## src/rtl/immgen_pipe.sv

```systemverilog
// Two-stage elastic immediate generator: S1 latches inst/pc/fmt,
// S2 latches the extended immediate, branch/jump target and status.
module immgen_pipe #(
  parameter int XLEN     = 32,
  parameter bit RV64I_EN = 1'b0
) (
  input  logic            clk_i,
  input  logic            rst_ni,
  input  logic            flush_i,
  input  logic            in_valid_i,
  output logic            in_ready_o,
  input  logic [31:0]     inst_i,
  input  logic [XLEN-1:0] pc_i,
  output logic            out_valid_o,
  input  logic            out_ready_i,
  output logic [XLEN-1:0] imm_o,
  output logic [XLEN-1:0] tgt_o,
  output logic [2:0]      fmt_o,
  output logic            illegal_o
);

  localparam logic [2:0] F_NONE = 3'd0;
  localparam logic [2:0] F_I    = 3'd1;
  localparam logic [2:0] F_S    = 3'd2;
  localparam logic [2:0] F_B    = 3'd3;
  localparam logic [2:0] F_U    = 3'd4;
  localparam logic [2:0] F_J    = 3'd5;
  localparam logic [2:0] F_Z    = 3'd6;
  localparam logic [2:0] F_SH   = 3'd7;

  localparam logic [6:0] OP_LOAD   = 7'b0000011;
  localparam logic [6:0] OP_JALR   = 7'b1100111;
  localparam logic [6:0] OP_IMM    = 7'b0010011;
  localparam logic [6:0] OP_IMM32  = 7'b0011011;
  localparam logic [6:0] OP_STORE  = 7'b0100011;
  localparam logic [6:0] OP_BRANCH = 7'b1100011;
  localparam logic [6:0] OP_JAL    = 7'b1101111;
  localparam logic [6:0] OP_LUI    = 7'b0110111;
  localparam logic [6:0] OP_AUIPC  = 7'b0010111;
  localparam logic [6:0] OP_SYSTEM = 7'b1110011;

  typedef struct packed {
    logic [31:0]     inst;
    logic [XLEN-1:0] pc;
    logic [2:0]      fmt;
  } s1_t;

  s1_t             s1_q;
  logic            s1_valid;
  logic            s2_valid;
  logic            s1_move;
  logic [2:0]      fmt_d;
  logic [XLEN-1:0] imm_d;
  logic [XLEN-1:0] tgt_d;
  logic            illegal_d;
  logic            shift_f3;

  assign s1_move     = ~s2_valid | out_ready_i;
  assign in_ready_o  = rst_ni & ~flush_i & (~s1_valid | s1_move);
  assign out_valid_o = s2_valid;
  assign shift_f3    = (inst_i[13:12] == 2'b01);

  always_comb begin
    fmt_d = F_NONE;
    unique case (inst_i[6:0])
      OP_LOAD, OP_JALR:  fmt_d = F_I;
      OP_IMM:            fmt_d = shift_f3 ? F_SH : F_I;
      OP_IMM32: begin
        if (RV64I_EN) fmt_d = shift_f3 ? F_SH : F_I;
      end
      OP_STORE:          fmt_d = F_S;
      OP_BRANCH:         fmt_d = F_B;
      OP_JAL:            fmt_d = F_J;
      OP_LUI, OP_AUIPC:  fmt_d = F_U;
      OP_SYSTEM:         fmt_d = inst_i[14] ? F_Z : F_NONE;
      default:           fmt_d = F_NONE;
    endcase
  end

  always_comb begin
    imm_d = '0;
    unique case (s1_q.fmt)
      F_I:  imm_d = XLEN'($signed(s1_q.inst[31:20]));
      F_S:  imm_d = XLEN'($signed({s1_q.inst[31:25], s1_q.inst[11:7]}));
      F_B:  imm_d = XLEN'($signed({s1_q.inst[31], s1_q.inst[7],
                                   s1_q.inst[30:25], s1_q.inst[11:8],
                                   1'b0}));
      F_U:  imm_d = XLEN'($signed({s1_q.inst[31:12], 12'b0}));
      F_J:  imm_d = XLEN'($signed({s1_q.inst[31], s1_q.inst[19:12],
                                   s1_q.inst[20], s1_q.inst[30:21],
                                   1'b0}));
      F_Z:  imm_d = XLEN'(s1_q.inst[19:15]);
      F_SH: begin
        // 6-bit shamt only for the full-width OP-IMM on RV64
        if (XLEN == 64 && s1_q.inst[6:0] == OP_IMM)
          imm_d = XLEN'(s1_q.inst[25:20]);
        else
          imm_d = XLEN'(s1_q.inst[24:20]);
      end
      default: imm_d = '0;
    endcase
  end

  assign tgt_d     = s1_q.pc + imm_d;
  assign illegal_d = (s1_q.fmt == F_NONE) &&
                     (s1_q.inst[6:0] != OP_SYSTEM);

  always_ff @(posedge clk_i or negedge rst_ni) begin
    if (!rst_ni) begin
      s1_valid <= 1'b0;
      s1_q     <= '0;
    end else if (flush_i) begin
      s1_valid <= 1'b0;
    end else if (in_ready_o) begin
      s1_valid <= in_valid_i;
      if (in_valid_i) begin
        s1_q.inst <= inst_i;
        s1_q.pc   <= pc_i;
        s1_q.fmt  <= fmt_d;
      end
    end
  end

  always_ff @(posedge clk_i or negedge rst_ni) begin
    if (!rst_ni) begin
      s2_valid  <= 1'b0;
      imm_o     <= '0;
      tgt_o     <= '0;
      fmt_o     <= F_NONE;
      illegal_o <= 1'b0;
    end else if (flush_i) begin
      s2_valid <= 1'b0;
    end else if (s1_move) begin
      s2_valid <= s1_valid;
      if (s1_valid) begin
        imm_o     <= imm_d;
        tgt_o     <= tgt_d;
        fmt_o     <= s1_q.fmt;
        illegal_o <= illegal_d;
      end
    end
  end

endmodule

```

## config.mk

```make
export PLATFORM = sky130hd
export DESIGN_NAME = immgen_pipe
export DESIGN_NICKNAME = d
export VERILOG_FILES = /design/src/rtl/immgen_pipe.sv
export SDC_FILE = /design/constraint.sdc
export NUM_CORES = 1
export LEC_CHECK = 0
export CAP_MARGIN = 0
export CORE_MARGIN = 2
export CORE_UTILIZATION = 35
export DETAILED_ROUTE_END_ITERATION = 10
export PLACE_DENSITY_LB_ADDON = 0.25
export SLEW_MARGIN = 40
export SYNTH_ARGS = -nofsm -noshare
export SYNTH_HDL_FRONTEND = slang
export SYNTH_SLANG_ARGS = --single-unit
```

## constraint.sdc

```tcl
create_clock -name clk_i -period 8.3 [get_ports clk_i]
set_clock_uncertainty 0.05 [all_clocks]
set_input_delay 2.075 -clock clk_i [delete_from_list [all_inputs] [get_ports clk_i]]
set_output_delay 2.075 -clock clk_i [all_outputs]
set_load 0.01 [all_outputs]
```

==> reports/results.txt, run 1 <==
DRT Pass-1 Iters = 5
All-Layer GR Usage = 19.12%
Min-Delay Path Class = reg -> reg
placer congestion estimate = 0.8996
cell mode on critical path = clkdlybuf4s50_1
Die Width = 150.0 um
Syn Inst Count = 747
Slew HR = 42.85%
via count = 6006
static leakage = 4.285 nW
depth of the worst register-to-register path = 13
Post-Syn Area = 0.007458 mm^2
initial cell density of the core = 35.59%
Critical R2R Launch = s1_q[0]
worst hold slack = 0.4251 ns
Netlist cell types = 61
cts hold-fix bufs = 0
status = finished clean
Avg Vias per Cell = 5.182
syn_area_per_cell = 9.984 um^2
largest cells by area after synthesis = dfrtp_1 (46%), mux2_2 (12%), nand2_1 (6.0%)
Post-Route WL = 20500 um
CTS tree = yes
PD cells = 248.0 mW/mm^2
Clock Sinks = 137
max-slew violations = 0
Max Clk Rate = 0.1793 GHz
Hold Vio Cnt, Final = 0
Final min period = 5.578 ns
drt first-iter violations = 429
biggest area consumer among synthesized cells = dfrtp_1
sequential area share after synthesis = 45.97%
Largest stage delay, worst path = 0.56 ns
Worst VDD drop = 154.4 uV
vias in the first global route = 5809
Die H = 150.0 um
H-tree depth = 4
full die area = 0.02249 mm^2
number of synthesized flops with an enable pin = 0
worst-path maximum fanout = 5
commonest register cell after synthesis = dfrtp_1
CTS max path bufs = 2
max-cap viol count = 0
min-delay src = tgt_o[22]
Critical Path Source = flush_i
Critical R2R Capture = tgt_o[30]
row cnt = 53
critical path launch point type = input port
# setup viols final = 0
Layout Nets = 973
hpwl dp = 15300 um
area of the core = 0.02096 mm^2
ANT nets after route = 0
ANT cells = 0
Hold Path Depth = 2
first-pass GRT wire length = 32490 um
fraction of layout cells with a size suffix above 1 = 14.59%
flops & latches, synth = 137
WL per Instance = 17.69 um
Worst-Margin Slew = 0.8572 ns
Worst EP arrival = 3.45 ns
Worst-path clk slew = 0.06 ns
Root Driver = clkbuf_16
r2r setup slk = 4.13 ns
DRC viols = 0
Async SR Flop Fraction = 100.0%
commonest cells after routing, fill and taps aside = dfrtp_1 (137), clkdlybuf4s50_1 (137), nand2_1 (119)
initial antenna violation count = 1
crit path kind = in -> out
Synth top area share = 45.97%
CTS Buf Count = 17
crit share post-route = 67.21%
Crit path required time = 6.18 ns
Post-CTS Setup Inserts = 0
crit path capture type = output port
total power = 2.394 mW
unrepaired setup endpoints after global routing = false
Crit path max-delay family = buffers and inverters
Post-CTS Resized = 0
Overflow after GRT = 0
CP bufs+invs = 2
worst-skew pair later-pin latency = 0.43 ns
# IOs = 139
Syn Nets = 848
PortBufs = 138
area grow syn2layout = 29.44%
Yosys Warn Count = 0
setup TNS = 0 ns
largest net degree at the start of global routing = 90
crit-path cells = clkdlybuf4s50_1 -> nand2b_1 -> a21oi_1 -> clkdlybuf4s50_1
Hold EP = tgt_o[22]
Critical-path top delay cell = clkdlybuf4s50_1
## logic make-up after synthesis
kind of cell               after synthesis  share of synthesized area (%)
AOI/OAI and AO/OA                      180                          15.58
adders and majority gates               32                          5.469
muxes                                   85                          12.75
and+or+nand+nor                        238                          14.83
DFF                                    137                          45.97
xor gates and xnor gates                22                          2.584
buffers and inverters                   53                          2.818
## power breakdown
| group | internal, mW | switching [mW] | total, mW |
|---|---|---|---|
| combinational | 0.381 | 0.346 | 0.727 |
| clock | 0.438 | 0.297 | 0.735 |
| sequential | 0.824 | 0.108 | 0.932 |
| total | 1.64 | 0.750 | 2.39 |
## tightest hold or removal path, stage by stage (launching register included)
cell and delay (ns):
dfrtp_1 0.34, nand2_1 0.05, nand3_1 0.05
## final cells by class
type                    count  area, um^2
clock buffers              19       432.9
clock inverters            12       127.6
fillers                  2063       11300
inverters                  16       60.06
multi-input cells         557        3831
flip-flops and latches    137        3428
well taps                 275       344.1
repair buffers            143        1430
## stage by stage
stage | setup slack (ns) | cell area [um^2] | util [%] | std cells
finish | 2.722 | 9654 | 46.07 | 1159
global route | 2.526 | 9654 | 46.07 | 1159
CTS | 2.601 | 9643 | 46.02 | 1159
detailed placement | 2.600 | 9082 | 43.34 | 1128
global placement | 2.597 | 9079 | 43.32 | 1128
floorplan | 3.754 | 7458 | - | 747
## metal layers
layer | part of all wire, % | up-vias | track usage, %
met5 | 0 | - | 0
met4 | 1.7 | 0 | 6.321
met3 | 4.1 | 21 | 3.750
met2 | 47 | 143 | 30.00
met1 | 47 | 2912 | 26.51
li1 | - | 2930 | -
## flip-flops by register name (all words and copies together) (netlist names)
register,count
fmt_o,3
illegal_o,1
imm_o,32
out_valid_o,1
s1_q,67
s1_valid,1
tgt_o,32
## worst max-delay path by stage
stage / to / cells past startpoint
floorplan: in_ready_o / 2
global placement: in_ready_o / 4
detailed placement: in_ready_o / 4
CTS: in_ready_o / 4
global route: in_ready_o / 4
finish: in_ready_o / 4
## cells in the mapped netlist (2+ instances only)
master and number:
dfrtp_1 137, nand2_1 119, mux2_2 80, o21ai_0 54, a21oi_1 44, nor2_1 36
ha_1 31, clkbuf_1 27, a21o_1 22, inv_1 16, nand3_1 16, xnor2_1 13
and2_1 11, nor3_1 11, buf_2 9, xor2_1 9, nand4_1 8, a31oi_1 6
and3_1 6, nand2b_1 6, mux2i_1 5, o211ai_1 5, o31ai_1 5, a211oi_1 4
a222oi_1 4, a22o_1 4, nor2b_1 4, nor3b_1 4, o21a_1 4, nor4_1 3
o22ai_1 3, or3_1 3, a2111oi_0 2, a21oi_2 2, a221o_1 2, a22oi_1 2
a311oi_1 2, nand3b_1 2, nor4b_1 2, o21bai_1 2, or2_2 2
Note: power is estimated with default switching activity, not from simulation.
==> run 2: changes to the inputs <==
==> constraint.sdc (replaced) <==
create_clock -name clk_i -period 5.7 [get_ports clk_i]
set_clock_uncertainty 0.05 [all_clocks]
set_input_delay 1.425 -clock clk_i [delete_from_list [all_inputs] [get_ports clk_i]]
set_output_delay 1.425 -clock clk_i [all_outputs]
set_load 0.01 [all_outputs]
==> run 2 against run 1 <==
Against the previous run: cell area rose by 1.1%; global-route usage rose by 0.25 points; flip-flop and latch count is the same; hold slack gained 0.00080 ns; first-iteration DRC count up 13%; highest routed layer unchanged; sequential power is 46% higher; non-clock buffer count up 3; critical path depth did not move; clock power increased by 65%; die area unchanged; wire length rose by 3.0%.
==> reports/results.txt, run 2 (synthesis gave the netlist of run 1 again) <==
status = finished clean
Sw Share = 30.17% (-1.2 points)
fraction of layout cells with a size suffix above 1 = 14.90% (+0.31 points)
initial antenna violation count = 0 (-1)
commonest cells after routing, fill and taps aside = dfrtp_1 (137), clkdlybuf4s50_1 (137), nand2_1 (119)
worst-skew pair later-pin latency = 0.44 ns (about the same)
crit-path cells = clkdlybuf4s50_1 -> nand2b_1 -> a21oi_1 -> clkdlybuf4s50_1
Root Driver = clkbuf_16
dpl ws = 1.409 ns (-1.192 ns)
via count = 6081 (+1.2%)
Worst EP arrival = 2.82 ns (-0.63 ns)
CP bufs+invs = 2 (unchanged)
clock share of power = 33.4% (+2.7 points)
H-tree depth = 4 (unchanged)
vias in the first global route = 6056 (+4.3%)
Comb pwr share = 29.4% (-1.0 points)
Worst-path clk slew = 0.05 ns (about the same)
Post-Route WL = 21110 um (+3.0%)
leading registers by flop count = s1_q (67), imm_o (32), tgt_o (32)
Slew HR = 54.28% (+11 points)
WL per Instance = 18.19 um (+2.8%)
depth of the worst register-to-register path = 13 (unchanged)
full die area = 0.02249 mm^2 (unchanged)
crit share post-route = 75.31%
Largest stage delay, worst path = 0.57 ns (about the same)
CTS max path bufs = 2 (unchanged)
Critical R2R Launch = s1_q[0]
DRT Pass-1 Iters = 7 (+2)
Layout Nets = 976 (+0.31%)
Post-CTS Setup Inserts = 0 (unchanged)
Crit path max-delay family = buffers and inverters
CTS tree = yes
first-pass GRT wire length = 32760 um (+0.83%)
Worst-Margin Slew = 0.6858 ns (-0.1714 ns)
Psw = 1.098 mW (+46%)
placer congestion estimate = 0.9054 (+0.64%)
cts hold-fix bufs = 0 (unchanged)
min-delay src = tgt_o[24]
All-Layer GR Usage = 19.37% (+0.25 points)
Critical-path top delay cell = clkdlybuf4s50_1
Hold Vio Cnt, Final = 0 (unchanged)
ANT nets after route = 0 (unchanged)
worst-path maximum fanout = 5 (unchanged)
critical path launch point type = input port
PD cells = 372.8 mW/mm^2 (+50%)
Hold EP = tgt_o[24]
static leakage = 4.342 nW (+1.3%)
Avg Vias per Cell = 5.238 (+1.1%)
crit path kind = in -> out
Int Pwr = 2.541 mW (+55%)
ANT cells = 0 (unchanged)
area grow syn2layout = 30.88%
Top reg by flops = s1_q
Die H = 150.0 um (unchanged)
Die Width = 150.0 um (unchanged)
Min-Delay Path Class = reg -> reg
# IOs = 139 (unchanged)
max-cap viol count = 0 (unchanged)
total power = 3.639 mW (+52%)
cell mode on critical path = clkdlybuf4s50_1
DRC viols = 0 (unchanged)
Max Clk Rate = 0.2329 GHz
Final min period = 4.293 ns
PortBufs = 138 (unchanged)
Overflow after GRT = 0 (unchanged)
max-slew violations = 0 (unchanged)
Worst Slack Setup Final = 1.407 ns (-1.314 ns)
largest net degree at the start of global routing = 71 (-21%)
setup TNS = 0 ns (unchanged)
hpwl dp = 15990 um (+4.5%)
CTS Buf Count = 17 (unchanged)
initial cell density of the core = 35.59% (unchanged)
area of the core = 0.02096 mm^2 (unchanged)
drt first-iter violations = 486 (+13%)
row cnt = 53 (unchanged)
r2r setup slk = 1.67 ns (-2.46 ns)
sequential share of power = 37.3% (-1.6 points)
crit path capture type = output port
Clock Sinks = 137 (unchanged)
Critical R2R Capture = tgt_o[30]
unrepaired setup endpoints after global routing = false
Hold Path Depth = 2 (unchanged)
Worst VDD drop = 212.5 uV (+38%)
max FFs per register = 67 (unchanged)
Crit path required time = 4.22 ns (-1.96 ns)
# setup viols final = 0 (unchanged)
worst hold slack = 0.4259 ns (+0.0008020 ns)
Post-CTS Resized = 0 (unchanged)
==> run 2: through the flow <==
step | cell area, um^2 | utilization (%) | instances
6_report | 9762 | 46.58 | 1161
5_1_grt | 9762 | 46.58 | 1161
4_1_cts | 9757 | 46.56 | 1161
3_5_place_dp | 9117 | 43.51 | 1131
3_3_place_gp | 9106 | 43.46 | 1130
2_1_floorplan | 7458 | - | 747
==> run 2: power by group through the flow <==
stage | sequential [mW] | clock, mW | combinational, mW
after CTS | 1.36 | 1.24 | 1.07
after global routing | 1.39 | 1.29 | 1.18
after floorplan | 1.39 | 0 | 0.518
after detailed placement | 1.38 | 0 | 1.07
after global placement | 1.37 | 0 | 1.06
final | 1.36 | 1.21 | 1.07
==> run 2: final cells by class <==
type	instances	area [um^2]
fill	2000	11190
multi-input combinational	557	3831
sequential	137	3428
timing repair buffer	146	1459
clock buffer	19	442.9
tap	275	344.1
clock inverter	11	196.4
inverter	16	60.06
==> run 2: worst max-delay path by stage <==
stage                  from         end  cells past startpoint
floorplan           s1_q[0]   tgt_o[30]                     15
global placement    flush_i  in_ready_o                      4
detailed placement  flush_i  in_ready_o                      4
CTS                 flush_i  in_ready_o                      4
global route        s1_q[0]   tgt_o[30]                     13
finish              flush_i  in_ready_o                      4
==> run 2: metal layers <==
layer  track usage, %  share of wire [%]
met2            30.50                 47
met1            25.70                 45
met5                0                  0
met4            7.689                3.0
met3            4.665                5.4
==> run 2: tightest hold or removal path: stages, from the launching register on <==
cell     delay, ns
dfrtp_1       0.34
nand2_1       0.05
o31ai_1       0.05
==> run 3: changes to the inputs <==
==> constraint.sdc (replaced) <==
create_clock -name clk_i -period 4.2 [get_ports clk_i]
set_clock_uncertainty 0.05 [all_clocks]
set_input_delay 1.05 -clock clk_i [delete_from_list [all_inputs] [get_ports clk_i]]
set_output_delay 1.05 -clock clk_i [all_outputs]
set_load 0.01 [all_outputs]
==> run 3 against run 2 <==
Against the previous run: sequential share of layout area fell by 0.11 points; sequential power is 37% higher; clock power is 22% higher; utilization rose by 0.14 points; power rose by 32%; wire length barely moved; cell area up 0.31%; final cell count rose by 0.60%; via count is essentially flat; largest cell class unchanged.
==> reports/results.txt, run 3 (synthesis gave the netlist of run 1 again) <==
Hold Vio Cnt, Final = 0 (unchanged)
Layout Nets = 981 (+0.51%)
Worst Slack Setup Final = 0.2609 ns (-1.146 ns)
max FFs per register = 67 (unchanged)
Top reg by flops = s1_q
worst-path maximum fanout = 12 (+7)
Die Width = 150.0 um (unchanged)
max-cap viol count = 0 (unchanged)
full die area = 0.02249 mm^2 (unchanged)
commonest cells after routing, fill and taps aside = dfrtp_1 (137), clkdlybuf4s50_1 (137), nand2_1 (119)
area of the core = 0.02096 mm^2 (unchanged)
Clock Sinks = 137 (unchanged)
crit share post-route = 93.79%
row cnt = 53 (unchanged)
Post-CTS Resized = 0 (unchanged)
Avg Vias per Cell = 5.204 (-0.65%)
r2r setup slk = 0.26 ns (-1.41 ns)
area grow syn2layout = 31.29%
PortBufs = 138 (unchanged)
drt first-iter violations = 445 (-8.4%)
Worst-Margin Slew = 0.7766 ns (+0.09076 ns)
placer congestion estimate = 0.8850 (-2.3%)
Worst-path clk slew = 0.06 ns (about the same)
Critical R2R Capture = tgt_o[30]
crit path capture type = flip-flop
first-pass GRT wire length = 32510 um (-0.78%)
# IOs = 139 (unchanged)
Final min period = 3.939 ns
setup TNS = 0 ns (unchanged)
initial antenna violation count = 0 (unchanged)
via count = 6078 (-0.049%)
hpwl dp = 16180 um (+1.2%)
Slew HR = 48.23% (-6.1 points)
top sig layer = met4
metal3 WL = 966 um (-15%)
Hold EP = tgt_o[10]
fin util = 46.73% (+0.14 points)
CTS Buf Count = 17 (unchanged)
Hold Path Depth = 2 (unchanged)
PD cells = 490.2 mW/mm^2 (+31%)
static leakage = 4.351 nW (+0.20%)
status = finished clean
Crit path max-delay family = compound AO/OA/AOI/OAI gates
fraction of layout cells with a size suffix above 1 = 15.45% (+0.56 points)
largest net degree at the start of global routing = 140 (+97%)
vias in the first global route = 5874 (-3.0%)
CP bufs+invs = 1 (-1)
initial cell density of the core = 35.59% (unchanged)
crit-path cells = inv_1 -> nor2_1 -> or2_2 -> nand2_1 -> a21oi_1 -> ha_1 -> a21oi_1 -> o21ai_0 -> a31oi_1 -> o21a_1 -> o21ai_0 -> or3_1 -> nand3_1
critical path launch point type = flip-flop
unrepaired setup endpoints after global routing = false
DRC viols = 0 (unchanged)
dpl ws = 0.3976 ns (-1.011 ns)
All-Layer GR Usage = 19.19% (-0.19 points)
Overflow after GRT = 0 (unchanged)
Critical-path top delay cell = dfrtp_1
Die H = 150.0 um (unchanged)
Crit path required time = 4.51 ns (+0.29 ns)
Root Driver = clkbuf_16
Worst EP arrival = 4.25 ns (+1.43 ns)
Min-Delay Path Class = reg -> reg
DRT Pass-1 Iters = 7 (unchanged)
CTS tree = yes
Post-CTS Setup Inserts = 0 (unchanged)
# setup viols final = 0 (unchanged)
min-delay src = tgt_o[10]
worst-skew pair later-pin latency = 0.42 ns (-0.02 ns)
leading registers by flop count = s1_q (67), imm_o (32), tgt_o (32)
max-slew violations = 0 (unchanged)
met2 routed WL = 9780 um (-0.44%)
depth of the worst register-to-register path = 13 (unchanged)
CTS max path bufs = 2 (unchanged)
Max Clk Rate = 0.2539 GHz
Worst VDD drop = 242.7 uV (+14%)
ANT nets after route = 0 (unchanged)
Critical R2R Launch = s1_q[0]
cts hold-fix bufs = 0 (unchanged)
H-tree depth = 4 (unchanged)
Post-Route WL = 21120 um (about the same)
WL per Instance = 18.08 um (-0.56%)
Largest stage delay, worst path = 0.52 ns (-0.05 ns)
met1 WL = 9860 um (+3.4%)
crit path kind = reg -> reg
fill cell count = 2020 (+1.0%)
fin area = 0.009792 mm^2 (+0.31%)
dpl cell area = 0.009201 mm^2 (+0.92%)
total power = 4.800 mW (+32%)
ANT cells = 0 (unchanged)
run 3: cell count changes in the layout (fill, tap and decap cells not counted), sizes merged:
cell | before | now
clkinvlp | 2 | 4
clkbuf | 19 | 20
inv | 17 | 20
bufinv | 5 | 2
buf | 9 | 14
clkinv | 3 | 2
run 3: area by class of cell:
type	count	area [um^2]	share of cell area [%]
Timing Repair Buffer	151	1543	15.76
Clock buffer	20	446.7	4.562
Clock inverter	12	138.9	1.418
Multi-Input combinational cell	557	3831	39.13
Inverter	16	60.06	0.6133
Tap cell	275	344.1	3.514
Sequential cell	137	3428	35.01
run 3: per-stage QoR:
step / instances / hold slack [ns]
after global routing: 1168 / 0.4527
final: 1168 / 0.4242
after floorplan: 747 / 0.4214
after detailed placement: 1136 / 0.4126
after global placement: 1135 / 0.4060
after CTS: 1168 / 0.4290
run 3: worst max path at each step:
stage | from | end | slack (ns) | cells past startpoint
6_report | s1_q[0] | tgt_o[30] | 0.26 | 13
5_1_grt | s1_q[0] | tgt_o[20] | 0.004 | 14
4_1_cts | s1_q[0] | tgt_o[20] | 0.34 | 14
3_5_place_dp | s1_q[0] | tgt_o[30] | 0.40 | 13
3_3_place_gp | s1_q[0] | tgt_o[20] | 0.40 | 14
2_1_floorplan | s1_q[0] | tgt_o[30] | 0.90 | 15
run 3: routing by layer:
layer,up-vias,track usage [%]
li1,2946,-
met1,2927,25.70
met2,171,30.59
met3,34,3.933
met4,0,7.311
met5,-,0
run 3: power by group:
part	internal, mW	switching, mW	total [mW]
sequential	1.63	0.233	1.86
clock	0.896	0.589	1.48
combinational	0.763	0.691	1.45
total	3.29	1.51	4.80
run 3: worst reg2reg max path: cells and delay by family (launching register included):
kind,cells,cell delay [ns]
AO/OA/AOI/OAI,6,1.43
adder cells (fa/ha/maj),1,0.35
flip-flops,1,0.52
buffers and inverters,1,0.17
AND/OR/NAND/NOR,5,1.37
